==> src/rtl/dmem_arbiter_if.sv <==
`default_nettype none
`timescale 1ns/1ps
// +----------------------------------------------------------------------+
// | Module   : dmem_arbiter_if                                           |
// | Purpose  : Bundle of pipeline MEM-stage, DMA/debug and data-memory   |
// |            signals seen by dmem_arbiter.                             |
// | Modports : slave  - the arbiter itself                               |
// |            master - the surrounding pipeline / DMA / memory          |
// | Revision : 1.0  initial release                                      |
// +----------------------------------------------------------------------+
interface dmem_arbiter_if #(
  parameter int WORD_LEN = 32
);
  // Pipeline MEM stage
  logic                MEM_R_EN;
  logic                MEM_W_EN;
  logic [WORD_LEN-1:0] ALU_res;
  logic [WORD_LEN-1:0] ST_value;
  logic                pipe_stall;
  logic [WORD_LEN-1:0] dataMem_out;
  // DMA / debug port
  logic                dma_req;
  logic                dma_we;
  logic [WORD_LEN-1:0] dma_addr;
  logic [WORD_LEN-1:0] dma_wdata;
  logic                dma_ack;
  logic [WORD_LEN-1:0] dma_rdata;
  // Data memory
  logic                mem_read_en;
  logic                mem_write_en;
  logic [WORD_LEN-1:0] mem_address;
  logic [WORD_LEN-1:0] mem_data_in;
  logic [WORD_LEN-1:0] mem_data_out;

  modport slave (
    input  MEM_R_EN, MEM_W_EN, ALU_res, ST_value,
    output pipe_stall, dataMem_out,
    input  dma_req, dma_we, dma_addr, dma_wdata,
    output dma_ack, dma_rdata,
    output mem_read_en, mem_write_en, mem_address, mem_data_in,
    input  mem_data_out
  );

  modport master (
    output MEM_R_EN, MEM_W_EN, ALU_res, ST_value,
    input  pipe_stall, dataMem_out,
    output dma_req, dma_we, dma_addr, dma_wdata,
    input  dma_ack, dma_rdata,
    input  mem_read_en, mem_write_en, mem_address, mem_data_in,
    output mem_data_out
  );
endinterface
`default_nettype wire

==> src/rtl/dmem_arbiter.sv <==
`default_nettype none
`timescale 1ns/1ps
// +----------------------------------------------------------------------+
// | Module   : dmem_arbiter                                              |
// | Purpose  : Shares one fixed-latency data memory between the MEM      |
// |            pipeline stage and a DMA/debug port. Each access lasts    |
// |            WAIT_CYCLES cycles; the pipeline is stalled until its own |
// |            access completes.                                         |
// | Options  : DMEM_ARB_RR_EN - round-robin on a tie (default: pipeline  |
// |            always wins a tie).                                       |
// | Revision : 1.0  initial release                                      |
// +----------------------------------------------------------------------+
module dmem_arbiter #(
  parameter int WAIT_CYCLES = 2,   // 1..255
  parameter int WORD_LEN    = 32
) (
  input wire             clk,
  input wire             rst,
  dmem_arbiter_if.slave  bus
);

  typedef enum logic [1:0] {
    ST_IDLE = 2'd0,
    ST_BUSY = 2'd1,
    ST_RESP = 2'd2
  } state_t;

  typedef enum logic {
    GR_PIPE = 1'b0,
    GR_DMA  = 1'b1
  } grant_t;

  localparam logic [7:0] c_wait_load = 8'(WAIT_CYCLES);

  state_t              r_state;
  state_t              w_state_nxt;
  grant_t              r_grant;
  logic [7:0]          r_count;
  logic                r_we;
  logic [WORD_LEN-1:0] r_addr;
  logic [WORD_LEN-1:0] r_wdata;
  logic [WORD_LEN-1:0] r_pipe_rdata;
  logic [WORD_LEN-1:0] r_dma_rdata;

  logic w_pipe_req;
  logic w_dma_req;
  logic w_take_dma;
  logic w_grant_en;
  logic w_capture;
  logic w_busy;
  logic w_resp;

  assign w_pipe_req = bus.MEM_R_EN | bus.MEM_W_EN;
  assign w_dma_req  = bus.dma_req;

`ifdef DMEM_ARB_RR_EN
  grant_t r_last_grant;

  // On a tie the requester that was not served last wins.
  always_comb begin
    w_take_dma = w_dma_req;
    if (w_pipe_req && w_dma_req) begin
      w_take_dma = (r_last_grant == GR_PIPE);
    end
  end

  // Remember the most recent winner; reset value makes the first tie go to the pipeline.
  always_ff @(posedge clk) begin
    if (rst) begin
      r_last_grant <= GR_DMA;
    end else if (w_grant_en) begin
      r_last_grant <= w_take_dma ? GR_DMA : GR_PIPE;
    end
  end
`else
  // Fixed priority: DMA is only served when the pipeline is quiet.
  assign w_take_dma = w_dma_req & ~w_pipe_req;
`endif

  // FSM state register.
  always_ff @(posedge clk) begin
    if (rst) begin
      r_state <= ST_IDLE;
    end else begin
      r_state <= w_state_nxt;
    end
  end

  // Next-state decode and all combinational outputs.
  always_comb begin
    w_state_nxt      = r_state;
    w_grant_en       = 1'b0;
    w_capture        = 1'b0;
    w_busy           = 1'b0;
    w_resp           = 1'b0;
    case (r_state)
      ST_IDLE: begin
        if (w_pipe_req || w_dma_req) begin
          w_grant_en  = 1'b1;
          w_state_nxt = ST_BUSY;
        end
      end
      ST_BUSY: begin
        w_busy = 1'b1;
        if (r_count == 8'd1) begin
          w_capture   = 1'b1;
          w_state_nxt = ST_RESP;
        end
      end
      ST_RESP: begin
        w_resp      = 1'b1;
        w_state_nxt = ST_IDLE;
      end
      default: w_state_nxt = ST_IDLE;
    endcase
    // Memory side is only active during BUSY, and quiet (zero) otherwise.
    bus.mem_read_en  = w_busy & ~r_we;
    bus.mem_write_en = w_busy & r_we;
    bus.mem_address  = w_busy ? r_addr : '0;
    bus.mem_data_in  = w_busy ? r_wdata : '0;
    // The pipeline is released only in the completion cycle of its own access.
    bus.pipe_stall   = w_pipe_req & ~(w_resp & (r_grant == GR_PIPE));
    bus.dma_ack      = w_resp & (r_grant == GR_DMA);
    bus.dataMem_out  = r_pipe_rdata;
    bus.dma_rdata    = r_dma_rdata;
  end

  // Latch the granted request and run the wait counter.
  always_ff @(posedge clk) begin
    if (rst) begin
      r_grant <= GR_PIPE;
      r_count <= 8'd0;
      r_we    <= 1'b0;
      r_addr  <= '0;
      r_wdata <= '0;
    end else if (w_grant_en) begin
      r_grant <= w_take_dma ? GR_DMA : GR_PIPE;
      r_count <= c_wait_load;
      // A pipeline request with both enables high is treated as a store.
      r_we    <= w_take_dma ? bus.dma_we    : bus.MEM_W_EN;
      r_addr  <= w_take_dma ? bus.dma_addr  : bus.ALU_res;
      r_wdata <= w_take_dma ? bus.dma_wdata : bus.ST_value;
    end else if (r_state == ST_BUSY) begin
      r_count <= r_count - 8'd1;
    end
  end

  // Capture read data for the owner of the access on its last BUSY cycle.
  always_ff @(posedge clk) begin
    if (rst) begin
      r_pipe_rdata <= '0;
      r_dma_rdata  <= '0;
    end else if (w_capture && !r_we) begin
      if (r_grant == GR_DMA) begin
        r_dma_rdata <= bus.mem_data_out;
      end else begin
        r_pipe_rdata <= bus.mem_data_out;
      end
    end
  end

endmodule
`default_nettype wire

==> src/flat_wrapper.sv <==
// flat-port wrapper written by rule: the top's interface ports become plain ports
module dmem_arbiter_flat 
#(
  parameter int WAIT_CYCLES = 2,            
  parameter int WORD_LEN    = 32
)
  (clk, rst, bus_MEM_R_EN, bus_MEM_W_EN, bus_ALU_res, bus_ST_value, bus_pipe_stall, bus_dataMem_out, bus_dma_req, bus_dma_we, bus_dma_addr, bus_dma_wdata, bus_dma_ack, bus_dma_rdata, bus_mem_read_en, bus_mem_write_en, bus_mem_address, bus_mem_data_in, bus_mem_data_out);
  dmem_arbiter_if #(.WORD_LEN(WORD_LEN)) bus_i ();
  input wire clk;
  input wire rst;
  input wire logic [$bits(bus_i.MEM_R_EN)-1:0] bus_MEM_R_EN;
  input wire logic [$bits(bus_i.MEM_W_EN)-1:0] bus_MEM_W_EN;
  input wire logic [$bits(bus_i.ALU_res)-1:0] bus_ALU_res;
  input wire logic [$bits(bus_i.ST_value)-1:0] bus_ST_value;
  output wire logic [$bits(bus_i.pipe_stall)-1:0] bus_pipe_stall;
  output wire logic [$bits(bus_i.dataMem_out)-1:0] bus_dataMem_out;
  input wire logic [$bits(bus_i.dma_req)-1:0] bus_dma_req;
  input wire logic [$bits(bus_i.dma_we)-1:0] bus_dma_we;
  input wire logic [$bits(bus_i.dma_addr)-1:0] bus_dma_addr;
  input wire logic [$bits(bus_i.dma_wdata)-1:0] bus_dma_wdata;
  output wire logic [$bits(bus_i.dma_ack)-1:0] bus_dma_ack;
  output wire logic [$bits(bus_i.dma_rdata)-1:0] bus_dma_rdata;
  output wire logic [$bits(bus_i.mem_read_en)-1:0] bus_mem_read_en;
  output wire logic [$bits(bus_i.mem_write_en)-1:0] bus_mem_write_en;
  output wire logic [$bits(bus_i.mem_address)-1:0] bus_mem_address;
  output wire logic [$bits(bus_i.mem_data_in)-1:0] bus_mem_data_in;
  input wire logic [$bits(bus_i.mem_data_out)-1:0] bus_mem_data_out;
  assign bus_i.MEM_R_EN = bus_MEM_R_EN;
  assign bus_i.MEM_W_EN = bus_MEM_W_EN;
  assign bus_i.ALU_res = bus_ALU_res;
  assign bus_i.ST_value = bus_ST_value;
  assign bus_pipe_stall = bus_i.pipe_stall;
  assign bus_dataMem_out = bus_i.dataMem_out;
  assign bus_i.dma_req = bus_dma_req;
  assign bus_i.dma_we = bus_dma_we;
  assign bus_i.dma_addr = bus_dma_addr;
  assign bus_i.dma_wdata = bus_dma_wdata;
  assign bus_dma_ack = bus_i.dma_ack;
  assign bus_dma_rdata = bus_i.dma_rdata;
  assign bus_mem_read_en = bus_i.mem_read_en;
  assign bus_mem_write_en = bus_i.mem_write_en;
  assign bus_mem_address = bus_i.mem_address;
  assign bus_mem_data_in = bus_i.mem_data_in;
  assign bus_i.mem_data_out = bus_mem_data_out;
  dmem_arbiter #(.WAIT_CYCLES(WAIT_CYCLES), .WORD_LEN(WORD_LEN)) u_core (.clk(clk), .rst(rst), .bus(bus_i));
endmodule
==> config.mk <==
export PLATFORM = sky130hd
export DESIGN_NAME = dmem_arbiter_flat
export DESIGN_NICKNAME = d
export VERILOG_FILES = /design/src/rtl/dmem_arbiter_if.sv /design/src/rtl/dmem_arbiter.sv /design/src/flat_wrapper.sv
export SDC_FILE = /design/constraint.sdc
export NUM_CORES = 1
export LEC_CHECK = 0
export CORE_MARGIN = 3
export CORE_UTILIZATION = 39
export DETAILED_ROUTE_END_ITERATION = 6
export DONT_BUFFER_PORTS = 1
export PLACE_DENSITY_LB_ADDON = 0.08
export SETUP_SLACK_MARGIN = 0.1
export SYNTH_ARGS = -nofsm -noshare
export SYNTH_HDL_FRONTEND = slang
export SYNTH_SLANG_ARGS = --single-unit
==> constraint.sdc <==
create_clock -name clk -period 2.4 [get_ports clk]
set_clock_uncertainty 0.05 [all_clocks]
set_input_delay 0.48 -clock clk [delete_from_list [all_inputs] [get_ports clk]]
set_output_delay 0.48 -clock clk [all_outputs]
set_load 0.1 [all_outputs]
==> results of run 1 <==
## power by group through the flow
stage          Clock [mW]  Sequential [mW]  Combinational, mW
4_1_cts              2.53             2.55               1.54
3_5_place_dp            0             2.59               1.54
2_1_floorplan           0             2.61               1.06
5_1_grt              2.64             2.56               1.67
6_report             2.47             2.55               1.58
3_3_place_gp            0             2.59               1.52
## logic make-up (layout without fill, tap and decap cells)
family          after synthesis  in the layout  share of synthesized area
compound gates              213            213                      0.188
xor+xnor                      1              1                    0.00131
fa+ha+maj                     2              2                    0.00374
buf+inv                      86            184                     0.0519
flops                       140            140                      0.419
mux                          65             65                     0.0976
simple gates                249            249                      0.238
## cell usage after synthesis (2+ instances only)
master and n:
inv_1 3, nand2_1 97, buf_4 3, buf_2 10
o21ai_0 66, a21bo_2 2, nor2_1 4, a21o_1 2
o31ai_1 3, ha_1 2, or3_1 2, a211oi_1 64
a21oi_1 73, nor3b_1 2, and2_1 65, or4b_1 35
mux2i_1 64, or4b_2 29, dfxtp_1 140, clkbuf_1 69
or4_1 4
## state kept, by name (all words and copies together) (netlist names)
register / flops
u_core.bus.dataMem_out: 32
u_core.bus.dma_rdata: 32
u_core.r_addr: 32
u_core.r_wdata: 32
u_core.r_count: 8
u_core.r_state: 2
u_core.r_grant: 1
u_core.r_we: 1
## final timing paths
path / start / endpoint / cells after the start
setup / recovery: u_core.r_state[0]$_SDFFE_PP0P_ / bus_mem_address[2] / 5
hold / removal: rst / u_core.r_addr[22]$_SDFFE_PP0P_ / 1
setup reg to reg: u_core.r_count[0]$_SDFFE_PP0P_ / u_core.bus.dataMem_out[11]$_SDFFE_PP0P_ / 5
hold reg to reg: u_core.bus.dataMem_out[24]$_SDFFE_PP0P_ / u_core.bus.dataMem_out[24]$_SDFFE_PP0P_ / 2
## routing by layer
metal / vias up / part of all wire
li1: 2907 / -
met1: 2751 / 0.42
met2: 219 / 0.49
met3: 18 / 0.079
met4: 2 / 0.012
met5: - / 0.00063
## area by class of cell
cell class / instances / area (sq um) / area share
repair buffers: 148 / 2040 / 0.220
clock inverters: 12 / 115 / 0.0124
flip-flops and latches: 140 / 2810 / 0.303
clock buffers: 20 / 447 / 0.0481
multi-input cells: 530 / 3580 / 0.386
inverters: 4 / 15.0 / 0.00162
well taps: 220 / 275 / 0.0297
## worst max-delay path, stage by stage (launching register included)
cell,delay (ns)
dfxtp_4,0.40
nor2b_4,0.18
buf_12,0.14
buf_6,0.18
and2_1,0.19
buf_12,0.18
## stage by stage
stage	cell area, sq um	cells
after CTS	9190	1070
after floorplan	6700	756
final	9280	1074
after detailed placement	8630	1038
after global routing	9280	1074
after global placement	8630	1038
## repair_timing
action                                  CTS  global route
buffers inserted                          0             1
resized for setup                         1             4
endpoints found under the setup margin   62            60
cloned                                    0             3
hold buffers                              0             0
==> metrics, run 1 <==
status=finished clean; most frequent cells in the layout=138 x dfxtp_1, 97 x nand2_1, 73 x a21oi_1, 73 x buf_4, 71 x buf_12; met3 GRT Util=0.0673; Worst Setup End Kind=output port; grt met1 use=0.252; worst min path class=in2reg; register share of total power=0.386; Routed WL=20.6 mm; R2R setup slack=0.48 ns; Crit Path Max Fanout=14; CTS H-tree lvls=4; Port Buffer Count=0; sequential area share after synthesis=0.419; Max-Cap Viols=0; RD Place Congestion=0.773; die area=18700 sq um; row count=47; number of hold violations in the final report=0; Worst setup SP type=register; Final min period=2.22 ns; Data arrival, critical path=1.69 ns; routed vias=5897; Die Width=137 um; CTS tree=done; total global-route track usage=0.206; RSZ-0062 raised after global routing=false; Psw=2.11 mW; Unique masters post-synth=38; total power=6.60 mW; Pleak=3.71 nW; worst skew pair latency=0.41 ns; layout cells sized above 1=0.275; share of the synthesized area in the top cell type=0.419; Syn Nets=924; max-slew violations=0; worst vdd ir=0.000459 V; Crit path required time=1.87 ns; FMAX=0.450 GHz; worst setup margin=0.180 ns; clk slew on worst S/H paths=0.06 ns; clock root buffer master=clkbuf_16; synthesis warning total=0; Final Cycle Share=0.925; pin count of the biggest net entering global routing=134; cts bufs inserted=17; final antenna-violating net count=0; antenna violations before repair=1; FF+latch count, synth=140; DRC=0; most used routing layer in global routing=met2; commonest non-fill, non-tap cell in the layout=dfxtp_1; Async SR Flop Fraction=0; hold_ws=0.0929 ns; mapped cell area=6680 sq um; drt wl/cell=19.2 um; fin util=0.556; chip height=137 um; Pwr Density=711 nW/um^2; CTS Buffer Depth=2; ys flop type=dfxtp_1; Worst Max-Slew Pin Slew=0.586 ns; vias in the first global route=5788; power share of the combinational group=0.240; core area=16700 sq um; TritonRoute pass-1 iters=4; fin nets=1009; Initial DRC Count=314; fill count=1493; Setup WS pre-CTS=0.464 ns; Clock Power Share=0.375; Post-Syn Instances=756; Sw Share=0.320; starting density of the core=0.400; Ports=298; number of enable flip-flop cells after synthesis=0; Layout area overhead=38.9%; Int Power=4.49 mW; Crit Path Category=reg2out; Synth area leaders=dfxtp_1 42%, mux2i_1 9.6%, a211oi_1 7.2%; grt ovf=0; routed vias/inst=5.49; area leader, netlist=dfxtp_1; clock sinks=140; HPWL after DPL=14.3 mm; met2 GRT Util=0.348; Fin Setup TNS=0 ns; # setup viols final=0; diode count=0; Synth Area per Inst=8.84 sq um; global-route wire length before repair=30.2 mm; Slew HR=0.610
(Power assumes the default switching activity.)
==> run 2, diff against run 1 <==
--- a/config.mk
+++ b/config.mk
@@ -5,11 +5,11 @@
 export SDC_FILE = /design/constraint.sdc
 export NUM_CORES = 1
 export LEC_CHECK = 0
-export CORE_MARGIN = 3
+export CORE_MARGIN = 8
 export CORE_UTILIZATION = 39
 export DETAILED_ROUTE_END_ITERATION = 6
 export DONT_BUFFER_PORTS = 1
-export PLACE_DENSITY_LB_ADDON = 0.08
+export PLACE_DENSITY = 0.63
 export SETUP_SLACK_MARGIN = 0.1
 export SYNTH_ARGS = -nofsm -noshare
 export SYNTH_HDL_FRONTEND = slang
==> run 2 against run 1 <==
Net effect: sequential share of layout area increased by 0.053 points; final area decreased by 0.18%; non-clock buffer count decreased by 3; sequential power about the same; count of clock-buffer cells in the layout decreased by 1; register-to-register slack improved by 0.10 ns; largest cell class unchanged; core utilization decreased by 1.1 points; highest routed layer unchanged; global-route usage decreased by 2.0 points.
==> metrics, run 2 (same netlist as run 1, synthesis figures left out) <==
power share of the combinational group=0.233 (was 0.240); vias in the first global route=5899 (was 5788); pin count of the biggest net entering global routing=134 (unchanged); routed vias=5860 (was 5897); CTS Buffer Depth=2 (unchanged); FMAX=0.452 GHz (was 0.450 GHz); row count=48 (was 47); core area=17000 sq um (was 16700 sq um); Layout area overhead=38.7% (was 38.9%); RSZ-0062 raised after global routing=false (unchanged); final antenna-violating net count=0 (unchanged); worst vdd ir=0.000522 V (was 0.000459 V); Final Cycle Share=0.922 (was 0.925); drt wl/cell=19.5 um (was 19.2 um); commonest non-fill, non-tap cell in the layout=dfxtp_1 (unchanged); chip height=147 um (was 137 um); Max-Cap Viols=0 (unchanged); status=finished clean (unchanged); grt ovf=0 (unchanged); CTS Hold Buffers Added=0 (unchanged); cts bufs inserted=17 (unchanged); global-route wire length before repair=32.3 mm (was 30.2 mm); Port Buffer Count=0 (unchanged); CTS H-tree lvls=4 (unchanged); Worst path slowest cell=dfxtp_4 (unchanged); Crit path required time=1.87 ns (about the same); Die Width=147 um (was 137 um); Crit Path Max Fanout=13 (was 14); R2R setup slack=0.58 ns (was 0.48 ns); RD Place Congestion=0.787 (was 0.773); number of hold violations in the final report=0 (unchanged); starting density of the core=0.393 (was 0.400); fin util=0.545 (was 0.556); Worst setup SP type=register (unchanged); register share of total power=0.380 (was 0.386); Sw Share=0.312 (was 0.320); Int Power=4.60 mW (was 4.49 mW); clk slew on worst S/H paths=0.06 ns (about the same); worst skew pair latency=0.41 ns (about the same); CP bufs+invs=3 (unchanged); Crit Path Category=reg2out (unchanged); fin nets=1006 (was 1009); TritonRoute pass-1 iters=5 (was 4); DRC=0 (unchanged); CP max stage delay=0.39 ns (was 0.40 ns); Slew HR=0.517 (was 0.610); HPWL after DPL=14.9 mm (was 14.3 mm); Initial DRC Count=271 (was 314); Worst Max-Slew Pin Slew=0.725 ns (was 0.586 ns); Data arrival, critical path=1.68 ns (was 1.69 ns); total global-route track usage=0.186 (was 0.206); Crit path max-delay family=buffers and inverters (unchanged); clock sinks=140 (unchanged); # setup viols final=0 (unchanged); Fin Setup TNS=0 ns (unchanged); antenna violations before repair=1 (unchanged); Routed WL=20.9 mm (was 20.6 mm); Pwr Density=722 nW/um^2 (was 711 nW/um^2); Placed Area=8600 sq um (was 8630 sq um); clock root buffer master=clkbuf_16 (unchanged); layout cells sized above 1=0.275 (about the same); Ports=298 (unchanged); Worst Setup End Kind=output port (unchanged); Final min period=2.21 ns (was 2.22 ns); diode count=0 (unchanged); CTS tree=done (unchanged); routed vias/inst=5.45 (was 5.49); die area=21600 sq um (was 18700 sq um); Clock Power Share=0.387 (was 0.375); Pleak=3.70 nW (was 3.71 nW); crit path cell chain=nor2b_4, buf_4, clkbuf_16, and2_1, buf_12 (was nor2b_4, buf_12, buf_6, and2_1, buf_12); Psw=2.09 mW (was 2.11 mW); design area=9270 sq um (was 9280 sq um); max-slew violations=0 (unchanged); most frequent cells in the layout=138 x dfxtp_1, 97 x nand2_1, 73 x a21oi_1 (was 138 x dfxtp_1, 97 x nand2_1, 73 x a21oi_1, 73 x buf_4, 71 x buf_12); worst min path class=in2reg (unchanged)
[run 2: what timing repair did]
item,4_1_cts,5_1_grt
cloned,0,2
endpoints found under the setup margin,65,14
setup buffers,0,3
gates resized for setup,1,4
[run 2: metrics by stage]
step,std cells,hold slack [ns],power (mW),setup slack [ns]
finish,1076,0.0879,6.69,0.187
global route,1076,0.0608,6.99,0.121
CTS,1071,0.0691,6.74,0.117
detailed placement,1039,0.405,4.13,0.455
global placement,1039,0.394,4.10,0.474
floorplan,756,0.402,3.67,0.0947
[run 2: routing by layer]
metal | up-vias | track usage | share of wire
li1 | 2908 | - | -
met1 | 2644 | 0.218 | 0.42
met2 | 273 | 0.297 | 0.47
met3 | 33 | 0.0744 | 0.093
met4 | 2 | 0.0765 | 0.023
met5 | - | 0 | 0.00057
[run 2: cell type report]
type | count | area, sq um
Timing Repair Buffer | 145 | 1990
Tap cell | 225 | 282
Inverter | 4 | 15.0
Sequential cell | 140 | 2810
Fill cell | 1479 | 7730
Clock buffer | 19 | 453
Clock inverter | 13 | 139
Multi-Input combinational cell | 530 | 3580
[run 2: path summary, 6_finish.rpt]
kind | depth (start not counted) | from | end
worst max-delay path | 5 | u_core.r_state[0]$_SDFFE_PP0P_ | bus_mem_data_in[19]
worst min-delay path | 1 | rst | u_core.r_wdata[6]$_SDFFE_PP0P_
worst max register to register | 4 | u_core.r_count[3]$_SDFFE_PP0P_ | u_core.bus.dataMem_out[12]$_SDFFE_PP0P_
worst min register to register | 2 | u_core.bus.dataMem_out[27]$_SDFFE_PP0P_ | u_core.bus.dataMem_out[27]$_SDFFE_PP0P_
[run 2: power by group through the flow]
| stage | combinational [mW] | sequential, mW | clock, mW |
|---|---|---|---|
| global route | 1.64 | 2.56 | 2.79 |
| finish | 1.56 | 2.54 | 2.59 |
| detailed placement | 1.54 | 2.59 | 0 |
| floorplan | 1.06 | 2.61 | 0 |
| CTS | 1.54 | 2.54 | 2.66 |
| global placement | 1.51 | 2.59 | 0 |
